### config.mk
export PLATFORM = sky130hd
export DESIGN_NAME = pc_gen_flat
export DESIGN_NICKNAME = d
export VERILOG_FILES = /design/src/rtl/pc_pkg.sv /design/src/rtl/pc_gen_if.sv /design/src/rtl/pc_redir_buf.sv /design/src/rtl/pc_gen.sv /design/src/flat_wrapper.sv
export SDC_FILE = /design/constraint.sdc
export NUM_CORES = 1
export LEC_CHECK = 0
export BUFFER_PORTS_ARGS = -buffer_cell sky130_fd_sc_hd__clkbuf_2
export CAP_MARGIN = 5
export CORE_ASPECT_RATIO = 0.9
export CORE_MARGIN = 8
export CORE_UTILIZATION = 49
export DETAILED_ROUTE_END_ITERATION = 8
export GPL_TIMING_DRIVEN = 0
export PLACE_DENSITY_LB_ADDON = 0.05
export SLEW_MARGIN = 20
export SYNTH_ARGS = -nofsm -noshare
export SYNTH_HDL_FRONTEND = slang
export SYNTH_HIERARCHICAL = 1
export SYNTH_SLANG_ARGS = --single-unit
### constraint.sdc
create_clock -name clk -period 2.35 [get_ports clk]
set_clock_uncertainty 0.1 [all_clocks]
set_input_delay 0.3525 -clock clk [delete_from_list [all_inputs] [get_ports clk]]
set_output_delay 0.3525 -clock clk [all_outputs]
set_load 0.05 [all_outputs]
### src/rtl/pc_pkg.sv
// rtl/pc_pkg.sv - shared constants and next-PC select encoding for the fetch PC generator
package pc_pkg;

  localparam int          DEF_ADDR_W       = 32;
  localparam int          DEF_INSTR_BYTES  = 4;
  localparam logic [31:0] DEF_RESET_VECTOR = 32'h0000_0000;
  localparam logic [31:0] DEF_EXC_VECTOR   = 32'h8000_0180;

  typedef enum logic [1:0] {
    NPC_SEQ,
    NPC_REDIR,
    NPC_PEND,
    NPC_EXC
  } npc_sel_t;

endpackage

### src/rtl/pc_gen_if.sv
// rtl/pc_gen_if.sv - pipeline/imem side signals of the PC generator
interface pc_gen_if #(
  parameter int ADDR_W = 32
);

  logic              stall;
  logic              redir_valid;
  logic [ADDR_W-1:0] redir_target;
  logic              exc_valid;
  logic              fetch_valid;
  logic              fetch_ready;
  logic [ADDR_W-1:0] pc_out;
  logic [ADDR_W-1:0] pc_plus;
  logic              redir_pending;
  logic              flush;
  logic              misalign_err;

  modport master (
    output stall, redir_valid, redir_target, exc_valid, fetch_ready,
    input  fetch_valid, pc_out, pc_plus, redir_pending, flush, misalign_err
  );

  modport slave (
    input  stall, redir_valid, redir_target, exc_valid, fetch_ready,
    output fetch_valid, pc_out, pc_plus, redir_pending, flush, misalign_err
  );

endinterface

### src/rtl/pc_redir_buf.sv
// rtl/pc_redir_buf.sv - single-entry pending redirect register with target alignment
module pc_redir_buf #(
  parameter int ADDR_W      = 32,
  parameter int INSTR_BYTES = 4
) (
  input  logic              clk,
  input  logic              reset,
  input  logic [ADDR_W-1:0] i_target,
  input  logic              i_use,
  input  logic              i_capture,
  input  logic              i_clear,
  output logic [ADDR_W-1:0] o_aligned,
  output logic              o_pending,
  output logic [ADDR_W-1:0] o_pend_target,
  output logic              o_misalign_err
);

  localparam logic [ADDR_W-1:0] LOW_MASK = ADDR_W'(INSTR_BYTES - 1);

  logic              r_pending;
  logic [ADDR_W-1:0] r_target;
  logic              r_misalign;

  assign o_aligned = i_target & ~LOW_MASK;

  // i_use covers both direct redirects and buffered captures; discarded ones never flag
  always_ff @(posedge clk) begin
    if (reset) begin
      r_pending  <= 1'b0;
      r_target   <= '0;
      r_misalign <= 1'b0;
    end else begin
      r_misalign <= i_use && ((i_target & LOW_MASK) != '0);
      if (i_clear) begin
        r_pending <= 1'b0;
      end else if (i_capture) begin
        r_pending <= 1'b1;
        r_target  <= o_aligned;
      end
    end
  end

  assign o_pending      = r_pending;
  assign o_pend_target  = r_target;
  assign o_misalign_err = r_misalign;

endmodule

### src/rtl/pc_gen.sv
// rtl/pc_gen.sv - fetch-stage program counter with redirect buffering and exception vectoring
module pc_gen
  import pc_pkg::*;
#(
  parameter int                ADDR_W       = DEF_ADDR_W,
  parameter int                INSTR_BYTES  = DEF_INSTR_BYTES,
  parameter logic [ADDR_W-1:0] RESET_VECTOR = ADDR_W'(DEF_RESET_VECTOR),
  parameter logic [ADDR_W-1:0] EXC_VECTOR   = ADDR_W'(DEF_EXC_VECTOR)
) (
  input  logic     clk,
  input  logic     reset,
  pc_gen_if.slave  bus
);

  logic [ADDR_W-1:0] r_pc;
  logic              r_fetch_valid;
  logic              r_flush;

  logic              w_adv;
  npc_sel_t          w_sel;
  logic [ADDR_W-1:0] w_pc_plus;
  logic [ADDR_W-1:0] w_pc_next;
  logic [ADDR_W-1:0] w_aligned;
  logic              w_pending;
  logic [ADDR_W-1:0] w_pend_target;
  logic              w_misalign;
  logic              w_capture;
  logic              w_clear;
  logic              w_use;

  assign w_adv     = r_fetch_valid & bus.fetch_ready & ~bus.stall;
  assign w_pc_plus = r_pc + ADDR_W'(INSTR_BYTES);

  always_comb begin
    w_sel = NPC_SEQ;
    if (bus.exc_valid)
      w_sel = NPC_EXC;
    else if (w_adv && w_pending)
      w_sel = NPC_PEND;
    else if (w_adv && bus.redir_valid)
      w_sel = NPC_REDIR;

    w_pc_next = w_pc_plus;
    case (w_sel)
      NPC_EXC:   w_pc_next = EXC_VECTOR;
      NPC_PEND:  w_pc_next = w_pend_target;
      NPC_REDIR: w_pc_next = w_aligned;
      default:   w_pc_next = w_pc_plus;
    endcase
  end

  // Redirects seen while fetch is blocked are buffered; the newest one wins
  assign w_capture = ~bus.exc_valid & ~w_adv & bus.redir_valid;
  assign w_clear   = (w_sel == NPC_EXC) | (w_sel == NPC_PEND);
  assign w_use     = w_capture | (w_sel == NPC_REDIR);

  pc_redir_buf #(
    .ADDR_W      (ADDR_W),
    .INSTR_BYTES (INSTR_BYTES)
  ) u_redir_buf (
    .clk            (clk),
    .reset          (reset),
    .i_target       (bus.redir_target),
    .i_use          (w_use),
    .i_capture      (w_capture),
    .i_clear        (w_clear),
    .o_aligned      (w_aligned),
    .o_pending      (w_pending),
    .o_pend_target  (w_pend_target),
    .o_misalign_err (w_misalign)
  );

  always_ff @(posedge clk) begin
    if (reset) begin
      r_pc          <= RESET_VECTOR;
      r_fetch_valid <= 1'b0;
      r_flush       <= 1'b0;
    end else begin
      r_fetch_valid <= 1'b1;
      if (w_adv || (w_sel == NPC_EXC))
        r_pc <= w_pc_next;
      r_flush <= (w_sel != NPC_SEQ);
    end
  end

  assign bus.fetch_valid   = r_fetch_valid;
  assign bus.pc_out        = r_pc;
  assign bus.pc_plus       = w_pc_plus;
  assign bus.redir_pending = w_pending;
  assign bus.flush         = r_flush;
  assign bus.misalign_err  = w_misalign;

endmodule

### src/flat_wrapper.sv
// flat-port wrapper written by rule: the top's interface ports become plain ports
module pc_gen_flat import pc_pkg::*;
#(
  parameter int                ADDR_W       = DEF_ADDR_W,
  parameter int                INSTR_BYTES  = DEF_INSTR_BYTES,
  parameter logic [ADDR_W-1:0] RESET_VECTOR = ADDR_W'(DEF_RESET_VECTOR),
  parameter logic [ADDR_W-1:0] EXC_VECTOR   = ADDR_W'(DEF_EXC_VECTOR)
)
  (clk, reset, bus_stall, bus_redir_valid, bus_redir_target, bus_exc_valid, bus_fetch_ready, bus_fetch_valid, bus_pc_out, bus_pc_plus, bus_redir_pending, bus_flush, bus_misalign_err);
  pc_gen_if #(.ADDR_W(ADDR_W)) bus_i ();
  input  logic clk;
  input  logic reset;
  input wire logic [$bits(bus_i.stall)-1:0] bus_stall;
  input wire logic [$bits(bus_i.redir_valid)-1:0] bus_redir_valid;
  input wire logic [$bits(bus_i.redir_target)-1:0] bus_redir_target;
  input wire logic [$bits(bus_i.exc_valid)-1:0] bus_exc_valid;
  input wire logic [$bits(bus_i.fetch_ready)-1:0] bus_fetch_ready;
  output wire logic [$bits(bus_i.fetch_valid)-1:0] bus_fetch_valid;
  output wire logic [$bits(bus_i.pc_out)-1:0] bus_pc_out;
  output wire logic [$bits(bus_i.pc_plus)-1:0] bus_pc_plus;
  output wire logic [$bits(bus_i.redir_pending)-1:0] bus_redir_pending;
  output wire logic [$bits(bus_i.flush)-1:0] bus_flush;
  output wire logic [$bits(bus_i.misalign_err)-1:0] bus_misalign_err;
  assign bus_i.stall = bus_stall;
  assign bus_i.redir_valid = bus_redir_valid;
  assign bus_i.redir_target = bus_redir_target;
  assign bus_i.exc_valid = bus_exc_valid;
  assign bus_i.fetch_ready = bus_fetch_ready;
  assign bus_fetch_valid = bus_i.fetch_valid;
  assign bus_pc_out = bus_i.pc_out;
  assign bus_pc_plus = bus_i.pc_plus;
  assign bus_redir_pending = bus_i.redir_pending;
  assign bus_flush = bus_i.flush;
  assign bus_misalign_err = bus_i.misalign_err;
  pc_gen #(.ADDR_W(ADDR_W), .INSTR_BYTES(INSTR_BYTES), .RESET_VECTOR(RESET_VECTOR), .EXC_VECTOR(EXC_VECTOR)) u_core (.clk(clk), .reset(reset), .bus(bus_i));
endmodule
# After elaboration in Yosys (flattened, before gate mapping)
# Cells that the tools add are included.
totals:
  register_bits: 66
  input_bits: 38
  output_inout_bits: 68
  word_cells: 33
classes:
  addsub: 1
  n_eq_ne: 3
  n_mux: 5
  bitwise: 10
  n_reduce_logical: 8
op_table:
  columns: ["cell", "count"]
  rows:
  - ["32-bit case mux with 3 select lines", 1]
  - ["32-bit by 3-bit adder with 32-bit output, second input constant", 1]
  - ["32-bit nonzero test", 1]
  - ["1-bit AND", 4]
  - ["2-bit equality test, second input constant", 2]
  - ["2-bit two-way mux", 2]
  - ["1-bit NOT", 4]
  - ["1-bit logical AND", 3]
  - ["2-bit by 1-bit equality test with 1-bit output, second input constant", 1]
  - ["1-bit two-way mux", 2]
  - ["1-bit OR", 2]
  - ["2-bit AND reduction", 1]
  - ["2-bit nonzero test", 1]
  - ["2-bit OR reduction", 1]
  - ["1-bit logical OR", 1]

# Logic depth before layout (Yosys ltp)
logic_depth:
  ltp_word: 10
  depth_mapped: 7

# Modules after synthesis
# Netlist, hierarchy kept.
modules_own_cells:
  columns: ["module", "instances", "cells_per_inst", "area_per_inst_um2", "seq_area_each_um2"]
  rows:
  - ["pc_gen", 1, 326, 2537.4, 680.7]
  - ["pc_redir_buf", 1, 177, 1671.6, 640.6]

# Worst setup path after synthesis
# OpenSTA, ideal clock, no wires.
synth_path:
  kind: "register to output"
  from: "register u_core.r_pc[2] (netlist: u_core/bus.pc_out[2])"
  to: "output bus_pc_plus[20]"
  arrival_ps: 2824
  required_time_ps: 1898
  setup_slack_ps: -926
  stages_incl_launch_ff: 7
  n_path_buf: 1
  path_cell_list: "dfxtp_1 > ha_1 > nand3_1 > or4_1 > buf_6 > nor3_4 > xor2_1"
synth_between:
  elab_chain_len: 1
synth_rtl:
  columns: ["element", "line_no", "text"]
  rows:
  - ["start: declaration", "pc_gen.sv:15", "logic [ADDR_W-1:0] r_pc;"]
  - ["start signal: assignment", "pc_gen.sv:81", "r_pc <= w_pc_next;"]
  - ["32-bit by 3-bit adder with 32-bit output", "pc_gen.sv:32", "assign w_pc_plus = r_pc + ADDR_W'(INSTR_BYTES);"]
  - ["end: declaration", "flat_wrapper.sv:20", "output wire logic [$bits(bus_i.pc_plus)-1:0] bus_pc_plus;"]
# Every way passes these cells.

# Final worst setup path
# Ends and elaborated chain as after synthesis.

==> flow_summary.yaml <==
timing:
  period_minus_slack_ps: 2650
  hold_ws_ps: 153
  relSlewSlack_pct: 61.8
  slew_violations: 0
  max_freq_mhz: 377
  hold_violations: 0
  grt_setup_unrepaired: "yes"
  timing.final.ws_setup_ps: -302
  tightest_slew_ps: 572
  min_period_over_period_pct: 113
  setup_violations: 17
final_layout:
  syn2layout_area_growth_pct: 51.5
  final_common_cell: "clkbuf_2"
  fin_nets: 711
  drive_gt1_share_pct: 46.1
  fillers: 600
  stdcell_count: 796
  multiInputGateArea_um2: 3000
  utilization_pct: 75.5
  most-common-layout-cells: "84 x clkbuf_2, 81 x buf_4, 41 x dfxtp_1"
  num_antenna_cells: 0
  ff_latch_area_um2: 1390
  design_area_um2: 6370
floorplan:
  die_y_um: 104
  coreArea_um2: 8450
  io_pins: 106
  row_count: 32
  start_util_pct: 49.8
  die_w_um: 114
  dieArea_um2: 11800
grt:
  grt_antenna_before_repair: 0
  grt_usage_pct: 24.6
  grt_pass1_wl_um: 23400
  grt_pass1_vias: 4514
  grt.overflow.total: 0
  grt_max_degree: 11
routing:
  via_per_inst: 5.69
  ant_nets: 0
  drc: 0
  drt_pre_antenna_iters: 5
  drt_iter0_drc: 274
  wire_per_inst_um: 18.9
  vias: 4526
  wl_um: 15100
run_status:
  status: "finished, violations left"
  violations: "setup timing"
place:
  port_buffers: 105
  dp_cells: 730
  place_ws_ps: -511
  place_congestion: 0.851
  dp_hpwl_um: 10400
  dpl_cell_area_um2: 5340
setup_path:
  cp_data_required_time_ps: 1900
  crit_chain: "ha_4, nand3_4, or4_4, buf_12, nor3_4, xor2_4, buf_8"
  crit_path_max_fanout: 4
  cp-start-kind: "flip-flop"
  crit_path_end_kind: "output pin"
  slowest_stage: "or4_4"
  max_stage_delay_ps: 490
  crit_type: "flip-flop to output pin"
  arrival_ps: 2200
  reg2regPathDepth: 9
clocking:
  cts_tree: "built"
  h-tree-depth: 3
  root_buffer: "clkbuf_8"
  clk_pin_slew_ps: 70
  cts_inserted_buffers: 9
  cts_num_sinks: 66
  clk_latency_ps: 350
  cts_buffer_depth: 2
logic_synthesis:
  ys_ff_latch: 66
  synth_top_area_cell: "dfxtp_1"
  yosysTopAreaCellShare_pct: 31.4
  syn_area_um2: 4210
  synthCells: 503
  avgSynthCellArea_um2: 8.37
  ys_types: 59
  synthTopCellsByArea: "dfxtp_1 31%, nand4bb_1 8.0%, buf_4 6.6%"
  synth_edf_count: 0
  yosys_warnings: 6
  synthArstFlopShare_pct: 0
  ys_seq_area_share_pct: 31.4
  synth-main-ff-cell: "dfxtp_1"
power:
  power.density_nw_per_um2: 432
  ir_drop_mv: 0.358
  leakage_uw: 0.00278
hold_path:
  min_path_type: "primary input to flip-flop"
  hold_depth: 3
job:
  drv_cap: 0
-- cell type report --
class,count,area share (%)
multi-input cells,356,47.1
flip-flops and latches,66,21.8
repair buffers,157,18.6
plain buffers,73,7.07
clock buffers,13,2.34
well taps,119,2.34
inverters,9,0.530
clock inverters,3,0.236
-- registers in the layout (all words and copies together), names as in the netlist --
| name | flops |
|---|---|
| u_core/bus.pc_out | 32 |
| u_core/u_redir_buf/o_pend_target | 30 |
| u_core/bus.fetch_valid | 1 |
| u_core/bus.flush | 1 |
| u_core/u_redir_buf/o_misalign_err | 1 |
| u_core/u_redir_buf/o_pending | 1 |
-- metrics by stage --
stage | power (uW) | TNS (ps)
after floorplan | 1670 | -775
after global placement | 1840 | -10370
after detailed placement | 1850 | -4140
after CTS | 2720 | -3400
after global routing | 2850 | -4830
final | 2750 | -3740
-- synth_stat cells (4+ instances only) --
master and count:
nor2_1 26, nand4_1 5, a31oi_1 4, o21ai_1 30, dfxtp_1 66, o221ai_1 6
a211oi_1 4, o22ai_1 12, a221oi_1 4, inv_1 9, a21oi_1 24, a22oi_1 5
and3_1 7, nor3_1 8, buf_2 11, xor2_1 7, buf_4 37, nand2b_1 34
nand3_1 18, xnor2_1 20, or4_1 4, nand4bb_1 30, mux2i_1 6, o21ai_0 14
nor4_1 5, nand2_1 28, clkbuf_1 22, o21a_1 9
-- power breakdown --
| group | switching (uW) | internal (uW) | leakage [uW] |
|---|---|---|---|
| combinational | 427 | 264 | 0.00214 |
| sequential | 50.6 | 1150 | 0.000553 |
| clock | 450 | 408 | 0.0000872 |
| total | 927 | 1820 | 0.00278 |
-- cell families (layout without fill, tap and decap cells) --
family,after synthesis,count (layout),synth area share (%)
flops,66,66,31.4
simple gates,185,185,29.3
fa+ha+maj,1,1,0.297
compound gates,132,132,20.0
buf+inv,84,255,11.5
other cells,1,4,0.0891
xor+xnor,28,28,6.00
mux,6,6,1.43
-- routing by layer --
layer | vias to the layer above | track usage (%) | routed length, um
li1 | 2137 | - | -
met1 | 2172 | 32.6 | 6550
met2 | 189 | 38.6 | 7150
met3 | 28 | 5.11 | 1110
met4 | 0 | 8.37 | 274
met5 | - | 0 | 0
-- path summary, 6_finish.rpt --
path	start	to	slack, ps
min	bus_redir_target[0]	u_core/u_redir_buf/o_misalign_err	150
min reg2reg	u_core/u_redir_buf/o_pend_target[21]	u_core/u_redir_buf/o_pend_target[21]	370
max	u_core/bus.pc_out[2]	bus_pc_plus[20]	-300
max reg2reg	u_core/bus.pc_out[2]	u_core/bus.pc_out[24]	90
-- worst max-delay path, delay by kind of cell (launching register included) --
| kind | cells | cell delay, ps |
|---|---|---|
| adders and majority gates | 1 | 150 |
| buffers and inverters | 2 | 320 |
| and+or+nand+nor | 3 | 840 |
| xor gates and xnor gates | 1 | 180 |
| DFF | 1 | 370 |
-- repair_timing --
item                                    CTS  global route
buffers inserted                         39            14
pin swaps                                23            26
resized for setup                        68            71
hold buffers                              0             0
endpoints found under the setup margin   25            67
No activity file was read; power rests on OpenSTA's default activity.
